==> src/rtl/uart_tx_arbiter_if.sv <==
// Handshake bundle between the two byte producers, the shared uart_tx and
// the arbiter that multiplexes them.
//
// Signals:
//   ch0_avail/ch0_byte  channel 0 (raw receive echo) one-cycle strobe + data
//   ch1_avail/ch1_byte  channel 1 (filter output) one-cycle strobe + data
//   tx_active           uart_tx o_active
//   tx_done             uart_tx o_done, one-cycle pulse at end of frame
//   tx_avail/tx_byte    to uart_tx i_data_avail / i_data_byte
//   src                 channel of the byte most recently issued
//   overflow            sticky per-channel byte-dropped flags
//   busy                arbiter not idle
//
// Modports:
//   master  the surrounding datapath / transmitter side
//   slave   the arbiter
interface uart_tx_arbiter_if;
  logic       ch0_avail;
  logic [7:0] ch0_byte;
  logic       ch1_avail;
  logic [7:0] ch1_byte;
  logic       tx_active;
  logic       tx_done;
  logic       tx_avail;
  logic [7:0] tx_byte;
  logic       src;
  logic [1:0] overflow;
  logic       busy;

  modport master (
    output ch0_avail, ch0_byte, ch1_avail, ch1_byte, tx_active, tx_done,
    input  tx_avail, tx_byte, src, overflow, busy
  );

  modport slave (
    input  ch0_avail, ch0_byte, ch1_avail, ch1_byte, tx_active, tx_done,
    output tx_avail, tx_byte, src, overflow, busy
  );
endinterface

==> src/rtl/uart_tx_arbiter.sv <==
// Shares one uart_tx between two byte producers. Each channel owns a small
// FIFO; a round-robin scheduler issues one byte at a time and waits for the
// frame to finish before issuing the next.
//
// Ports:
//   clk  system clock, rising edge
//   rst  synchronous active-high reset
//   bus  uart_tx_arbiter_if.slave (producers in, uart_tx strobe out)
//
// state     | meaning
// ----------+-----------------------------------------------------------
// IDLE      | nothing in flight; grant a non-empty FIFO when tx is quiet
// ISSUE     | tx_avail strobe is out; pop the granted FIFO
// WAIT_ACT  | waiting for uart_tx to report active (or an early done)
// WAIT_DONE | frame in progress; waiting for tx_done
module uart_tx_arbiter #(
  parameter int FIFO_DEPTH = 4
) (
  input  logic            clk,
  input  logic            rst,
  uart_tx_arbiter_if.slave bus
);
  localparam int AW = $clog2(FIFO_DEPTH);
  localparam logic [AW:0]   FULL_CNT = (AW+1)'(FIFO_DEPTH);
  localparam logic [AW:0]   CNT_ONE  = (AW+1)'(1);
  localparam logic [AW-1:0] PTR_ONE  = AW'(1);

  typedef enum logic [1:0] {IDLE, ISSUE, WAIT_ACT, WAIT_DONE} state_t;

  state_t state, next_state;

  logic [7:0]    mem    [2][FIFO_DEPTH];
  logic [AW-1:0] wr_ptr [2];
  logic [AW-1:0] rd_ptr [2];
  logic [AW:0]   count  [2];
  logic [7:0]    push_byte [2];

  logic [1:0] push_req, push, pop, empty, full;
  logic       grant, next_grant, last_grant;

  logic       tx_avail_q, tx_avail_d;
  logic [7:0] tx_byte_q, tx_byte_d;
  logic       src_q, src_d;
  logic       busy_q, busy_d;
  logic [1:0] overflow_q;

  assign push_req     = {bus.ch1_avail, bus.ch0_avail};
  assign push_byte[0] = bus.ch0_byte;
  assign push_byte[1] = bus.ch1_byte;

  // A full FIFO still accepts a push on the edge it is being popped.
  always_comb begin
    pop[0] = (state == ISSUE) && !grant;
    pop[1] = (state == ISSUE) &&  grant;
    for (int c = 0; c < 2; c++) begin
      empty[c] = (count[c] == '0);
      full[c]  = (count[c] == FULL_CNT);
      push[c]  = push_req[c] && (!full[c] || pop[c]);
    end
  end

  always_ff @(posedge clk) begin
    for (int c = 0; c < 2; c++) begin
      if (push[c]) mem[c][wr_ptr[c]] <= push_byte[c];
    end
  end

  always_ff @(posedge clk) begin
    if (rst) begin
      for (int c = 0; c < 2; c++) begin
        wr_ptr[c] <= '0;
        rd_ptr[c] <= '0;
        count[c]  <= '0;
      end
      overflow_q <= 2'b00;
    end else begin
      for (int c = 0; c < 2; c++) begin
        if (push[c]) wr_ptr[c] <= wr_ptr[c] + PTR_ONE;
        if (pop[c])  rd_ptr[c] <= rd_ptr[c] + PTR_ONE;
        if (push[c] && !pop[c])      count[c] <= count[c] + CNT_ONE;
        else if (pop[c] && !push[c]) count[c] <= count[c] - CNT_ONE;
        if (push_req[c] && !push[c]) overflow_q[c] <= 1'b1;
      end
    end
  end

  // State register
  always_ff @(posedge clk) begin
    if (rst) begin
      state      <= IDLE;
      grant      <= 1'b0;
      last_grant <= 1'b1;
    end else begin
      state <= next_state;
      grant <= next_grant;
      if (state == ISSUE) last_grant <= grant;
    end
  end

  // Next-state logic
  always_comb begin
    next_state = state;
    next_grant = grant;
    case (state)
      IDLE: begin
        // Never start a frame while the transmitter still reports active.
        if (!bus.tx_active && (!empty[0] || !empty[1])) begin
          next_state = ISSUE;
          if (!empty[0] && !empty[1]) next_grant = ~last_grant;
          else                        next_grant = empty[0];
        end
      end
      ISSUE:     next_state = WAIT_ACT;
      WAIT_ACT: begin
        // A done without a visible active cycle still ends the frame.
        if (bus.tx_done)        next_state = IDLE;
        else if (bus.tx_active) next_state = WAIT_DONE;
      end
      WAIT_DONE: if (bus.tx_done) next_state = IDLE;
      default:   next_state = IDLE;
    endcase
  end

  // Output logic: next values for the registered outputs, so the strobe
  // appears in the same cycle the FSM sits in ISSUE.
  always_comb begin
    tx_avail_d = 1'b0;
    tx_byte_d  = tx_byte_q;
    src_d      = src_q;
    busy_d     = (next_state != IDLE);
    if (state == IDLE && next_state == ISSUE) begin
      tx_avail_d = 1'b1;
      tx_byte_d  = mem[next_grant][rd_ptr[next_grant]];
    end
    if (state == ISSUE) src_d = grant;
  end

  always_ff @(posedge clk) begin
    if (rst) begin
      tx_avail_q <= 1'b0;
      tx_byte_q  <= 8'h00;
      src_q      <= 1'b0;
      busy_q     <= 1'b0;
    end else begin
      tx_avail_q <= tx_avail_d;
      tx_byte_q  <= tx_byte_d;
      src_q      <= src_d;
      busy_q     <= busy_d;
    end
  end

  assign bus.tx_avail = tx_avail_q;
  assign bus.tx_byte  = tx_byte_q;
  assign bus.src      = src_q;
  assign bus.overflow = overflow_q;
  assign bus.busy     = busy_q;
endmodule

==> src/flat_wrapper.sv <==
// flat-port wrapper written by rule: the top's interface ports become plain ports
module uart_tx_arbiter_flat 
#(
  parameter int FIFO_DEPTH = 4
)
  (clk, rst, bus_ch0_avail, bus_ch0_byte, bus_ch1_avail, bus_ch1_byte, bus_tx_active, bus_tx_done, bus_tx_avail, bus_tx_byte, bus_src, bus_overflow, bus_busy);
  uart_tx_arbiter_if bus_i ();
  input  logic clk;
  input  logic rst;
  input wire logic [$bits(bus_i.ch0_avail)-1:0] bus_ch0_avail;
  input wire logic [$bits(bus_i.ch0_byte)-1:0] bus_ch0_byte;
  input wire logic [$bits(bus_i.ch1_avail)-1:0] bus_ch1_avail;
  input wire logic [$bits(bus_i.ch1_byte)-1:0] bus_ch1_byte;
  input wire logic [$bits(bus_i.tx_active)-1:0] bus_tx_active;
  input wire logic [$bits(bus_i.tx_done)-1:0] bus_tx_done;
  output wire logic [$bits(bus_i.tx_avail)-1:0] bus_tx_avail;
  output wire logic [$bits(bus_i.tx_byte)-1:0] bus_tx_byte;
  output wire logic [$bits(bus_i.src)-1:0] bus_src;
  output wire logic [$bits(bus_i.overflow)-1:0] bus_overflow;
  output wire logic [$bits(bus_i.busy)-1:0] bus_busy;
  assign bus_i.ch0_avail = bus_ch0_avail;
  assign bus_i.ch0_byte = bus_ch0_byte;
  assign bus_i.ch1_avail = bus_ch1_avail;
  assign bus_i.ch1_byte = bus_ch1_byte;
  assign bus_i.tx_active = bus_tx_active;
  assign bus_i.tx_done = bus_tx_done;
  assign bus_tx_avail = bus_i.tx_avail;
  assign bus_tx_byte = bus_i.tx_byte;
  assign bus_src = bus_i.src;
  assign bus_overflow = bus_i.overflow;
  assign bus_busy = bus_i.busy;
  uart_tx_arbiter #(.FIFO_DEPTH(FIFO_DEPTH)) u_core (.clk(clk), .rst(rst), .bus(bus_i));
endmodule
==> config.mk <==
export PLATFORM = sky130hd
export DESIGN_NAME = uart_tx_arbiter_flat
export DESIGN_NICKNAME = d
export VERILOG_FILES = /design/src/rtl/uart_tx_arbiter_if.sv /design/src/rtl/uart_tx_arbiter.sv /design/src/flat_wrapper.sv
export SDC_FILE = /design/constraint.sdc
export NUM_CORES = 1
export LEC_CHECK = 0
export ABC_CLOCK_PERIOD_IN_PS = 3300
export CAP_MARGIN = 5
export CELL_PAD_IN_SITES_DETAIL_PLACEMENT = 2
export CELL_PAD_IN_SITES_GLOBAL_PLACEMENT = 2
export CORE_ASPECT_RATIO = 1.5
export CORE_MARGIN = 3
export CORE_UTILIZATION = 42
export DETAILED_ROUTE_END_ITERATION = 8
export PLACE_DENSITY_LB_ADDON = 0.2
export SLEW_MARGIN = 20
export SYNTH_ARGS = -nofsm -noshare
export SYNTH_HDL_FRONTEND = slang
export SYNTH_SLANG_ARGS = --single-unit
==> constraint.sdc <==
create_clock -name clk -period 3.3 [get_ports clk]
set_clock_uncertainty 0.2 [all_clocks]
set_input_delay 0.66 -clock clk [delete_from_list [all_inputs] [get_ports clk]]
set_output_delay 0.66 -clock clk [all_outputs]
set_load 0.01 [all_outputs]
======== Word level (Yosys, flattened, before mapping) ========
Memory sizes are Yosys's and may differ from the RTL's.
Index checks and enable logic that the tools add are counted.
word-level totals
  flip-flop bits (word level) ............. 17
  memory bits (writable) .................. 78
  bits of input ports ..................... 22
  output and inout bits ................... 13
  memories kept ........................... 4
operators by class
  $add $sub $neg .......................... 8
  magnitude comparators ................... 5
  equality and inequality tests ........... 6
  multiplexer cells ....................... 54
  bitwise gates (word level) .............. 12
  reductions and logical operators ........ 32
memory list
  memory         words  bits a word  read ports  clocked after memory_dff  wr ports  RTL line               RTL
  u_core.mem     2      32           1           0                         2         uart_tx_arbiter.sv:32  logic [7:0] mem [2][FIFO_DEPTH];
  u_core.count   2      3            2           0                         2         uart_tx_arbiter.sv:35  logic [AW:0] count [2];
  u_core.rd_ptr  2      2            3           0                         2         uart_tx_arbiter.sv:34  logic [AW-1:0] rd_ptr [2];
  u_core.wr_ptr  2      2            2           0                         2         uart_tx_arbiter.sv:33  logic [AW-1:0] wr_ptr [2];
operator list
  kind                 number
  $mux 32              2
  $demux 8 s2          2
  $mux 1               32
  $mux 8               4
  $bmux 8 s2           1
  $mux 2               8
  $logic_and 1x1->1    15
  $mux 3               4
  $logic_not 1->1      10
  $ge 3x3->1 const B   3
  $not 2->3            3
  $add 2x1->2 const B  4
  $or 1x1->1           8
  $pmux 2 s4           1
  $add 3x1->3 const B  2
  $eq 3x3->1 const B   2
  $logic_not 3->1      2
  $lt 3x1->1 const B   2
  $sub 3x1->3 const B  2
  $eq 2x1->1 const B   2
  $eq 2x2->1 const B   2
  $logic_or 1x1->1     3
  $logic_not 2->1      1
  $reduce_bool 2->1    1
  $not 1->1            1

======== Longest topological paths before layout ========
  depth after elaboration ................. 11
  gate-level depth with buffers ........... 8
  depth with buffers taken out ............ 6

======== Worst setup path before layout ========
OpenSTA, ideal clock, no wires.
  path type ............................... input -> register
  start ................................... input rst
  end ..................................... memory u_core.count[0][2] in the netlist's numbering, data pin
  setup time .............................. 0.265 ns
  data arrival time ....................... 2.326 ns
  required time ........................... 2.835 ns
  setup slack ............................. 0.508 ns
  stages .................................. 7
  cell sequence ........................... buf_2 or3b_4 or3_1 fa_1 xor2_1 xnor2_1 nor2_1
RTL lines
  element             RTL line               RTL
  start: declaration  flat_wrapper.sv:9      input logic rst;
  end: declaration    uart_tx_arbiter.sv:35

==> metrics.csv <==
metric;value;unit
mux share of post-synthesis cell area;9.01;%
ANT cells;0;
CTS H-tree lvls;3;
compound-gate portion of the synthesized area;5.82;%
largest net degree at the start of global routing;26;
Max rail drop VDD;374;µV
Synth Area in Adders;3.94;%
routability cong.;0.805;
Max transition margin;49.5;%
Post-synth top flop;edfxtp_1;
RSZ-0062 raised after global routing;false;
CTS clk-pin slew, worst paths;60;ps
main combinational cell family by area after synthesis;simple AND/OR/NAND/NOR gates;
via count;2305;
DP Area;4450;µm²
post-route ant nets;0;
Seq/Total Area, Yosys;67.1;%
register area;2680;µm²
Setup Buffers After CTS;0;
post-synthesis net count;292;
CTS tree;done;
static leakage;1.64;nW
fin worst setup slack;517;ps
pwr/cell area;665;nW/µm²
layout cell share with drive strength beyond 1;12.7;%
Synth top area share;58.6;%
Critical Path AT;2660;ps
Place WS;166;ps
GRT overflow;0;
first drt pass iteration count;4;
Initial DRC Count;149;
worst-case hold slack;277;ps
Final nets;330;
max cap viols;0;
global-route wire length before repair;15200;µm
core area;9250;µm²
post_cts resized;0;
Tightest Pin Transition;758;ps
Max clock buf depth;2;
total CTS buffers;9;
crit share post-route;84.3;%
Yosys top cell by area;edfxtp_1;
initial core utilization;43.2;%
Synth Cell Area;4000;µm²
CTS sink count;95;
Gate Count Post-Synth;258;
most common cell in the netlist;edfxtp_1;
routed wire length;9410;µm
worst-skew pair later-pin latency;330;ps
Final Hold Viols;0;
Max Slew Vio Count;0;
TNS Setup;0;ps
vias in the first global route;2603;
Clock Root Buffer;clkbuf_16;
die footprint;10700;µm²
CP max FO;2;
GRT Resource Usage Total;19.3;%
worst path required time;3170;ps
fin crit period;2780;ps
multi-input logic area;1220;µm²
antenna violations before repair;0;
Routed wire per std cell;22.9;µm
vias per cell;5.61;
hpwl dp;6710;µm
port bufs;34;
Fillers;876;
fin area;4780;µm²
final setup vio count;0;
Post-synth EDFFs;78;
area grow syn2layout;19.5;%
Critical Path Source Type;input port;
main area contributors after synthesis;edfxtp_1, mux4_2, dfxtp_1, nor2_1, ha_1;
Final Instance Count excl. Fillers;411;
io pins;35;
Hold Path Class;reg2reg;
asr flop ratio synth;0;%
CTS Hold Buffers Added;0;
height of the die;125;µm
Syn. warnings;0;
Setup CP Type;in2reg;
Post-Synth XOR/XNOR Area;0.876;%
Die X;85.7;µm
simple-gate share of the synthesized area;10.9;%
status;finished, final reports clean;
Post-Place Cells;397;
Synth Register Bits;95;
Synth top cells by count;edfxtp_1, nor2_1, dfxtp_1;
Syn Area/Cell;15.5;µm²
Post-route DRC;0;
row cnt;43;
Critical Path End Type;flip-flop;
Netlist cell types;42;
highest clock rate;359;MHz
## cell type report
class | count | area share, %
tap | 112 | 2.93
inverter | 12 | 0.943
clock inverter | 5 | 2.07
multi-input combinational | 141 | 25.6
sequential | 95 | 56.2
clock buffer | 9 | 4.71
timing repair buffer | 37 | 7.60
## cells in the final DEF (no fill, tap or decap), types with 4 or more instances in the layout
cell             netlist  final
edfxtp_1              78     78
nor2_1                38     38
clkdlybuf4s50_1        0     34
dfxtp_1               17     17
mux4_2                16     16
inv_1                 12     12
ha_1                  11     11
clkbuf_16              0      9
and2_1                 8      8
nor4_1                 8      8
a2111oi_1              8      8
nor3b_1                4      4
o21bai_1               4      4
a21oi_1                4      4
## sequential cells by signal, indices dropped and copies added, names as in the netlist
register	cells
u_core.wr_ptr	4
u_core.bus.tx_byte	8
u_core.count	6
u_core.bus.busy	1
u_core.state	2
u_core.bus.overflow	2
u_core.rd_ptr	4
u_core.mem	64
u_core.last_grant	1
u_core.bus.tx_avail	1
u_core.bus.src	1
u_core.grant	1
## worst paths after layout
kind / start / end / slack (ps) / cells past startpoint
setup / recovery: rst / u_core.count[0][2] / 520 / 7
setup reg to reg: u_core.count[1][0] / u_core.bus.tx_byte[6] / 610 / 6
hold reg to reg: u_core.bus.overflow[0] / u_core.bus.overflow[0] / 280 / 2
hold / removal: u_core.bus.overflow[0] / u_core.bus.overflow[0] / 280 / 2
## critical path, stage by stage
cell	delay [ps]
clkdlybuf4s50_1	420
or3b_4	380
or3_1	380
fa_1	460
xor2_1	170
xnor2_1	130
nor2_1	50
## cell families (layout without fill, tap and decap cells)
kind of cell / Yosys count / after routing
AO/OA/AOI/OAI: 28 / 28
flip-flops: 95 / 95
buffers and inverters: 22 / 63
XOR/XNOR: 4 / 4
AND/OR/NAND/NOR: 81 / 81
multiplexers: 16 / 16
adder cells (fa/ha/maj): 12 / 12
## power by group
group | switching (mW) | internal (mW)
Sequential | 0.0927 | 1.44
Combinational | 0.282 | 0.222
Clock | 0.417 | 0.728
Total | 0.792 | 2.39
## per-layer routing
layer  vias up  part of all wire [%]  global-route usage (%)
met1      1197                    38                    23.2
li1       1059                     -                       -
met4         0                   1.0                    5.87
met2        41                    58                    34.6
met5         -                     0                       0
met3         8                   2.7                    3.36
## per-stage QoR
stage | power (mW) | utilization [%]
2_1_floorplan | 1.83 | -
3_3_place_gp | 2.02 | 48.1
3_5_place_dp | 2.06 | 48.1
4_1_cts | 3.22 | 51.6
5_1_grt | 3.32 | 51.6
6_report | 3.18 | 51.6
Note: power is estimated with default switching activity, not from simulation.
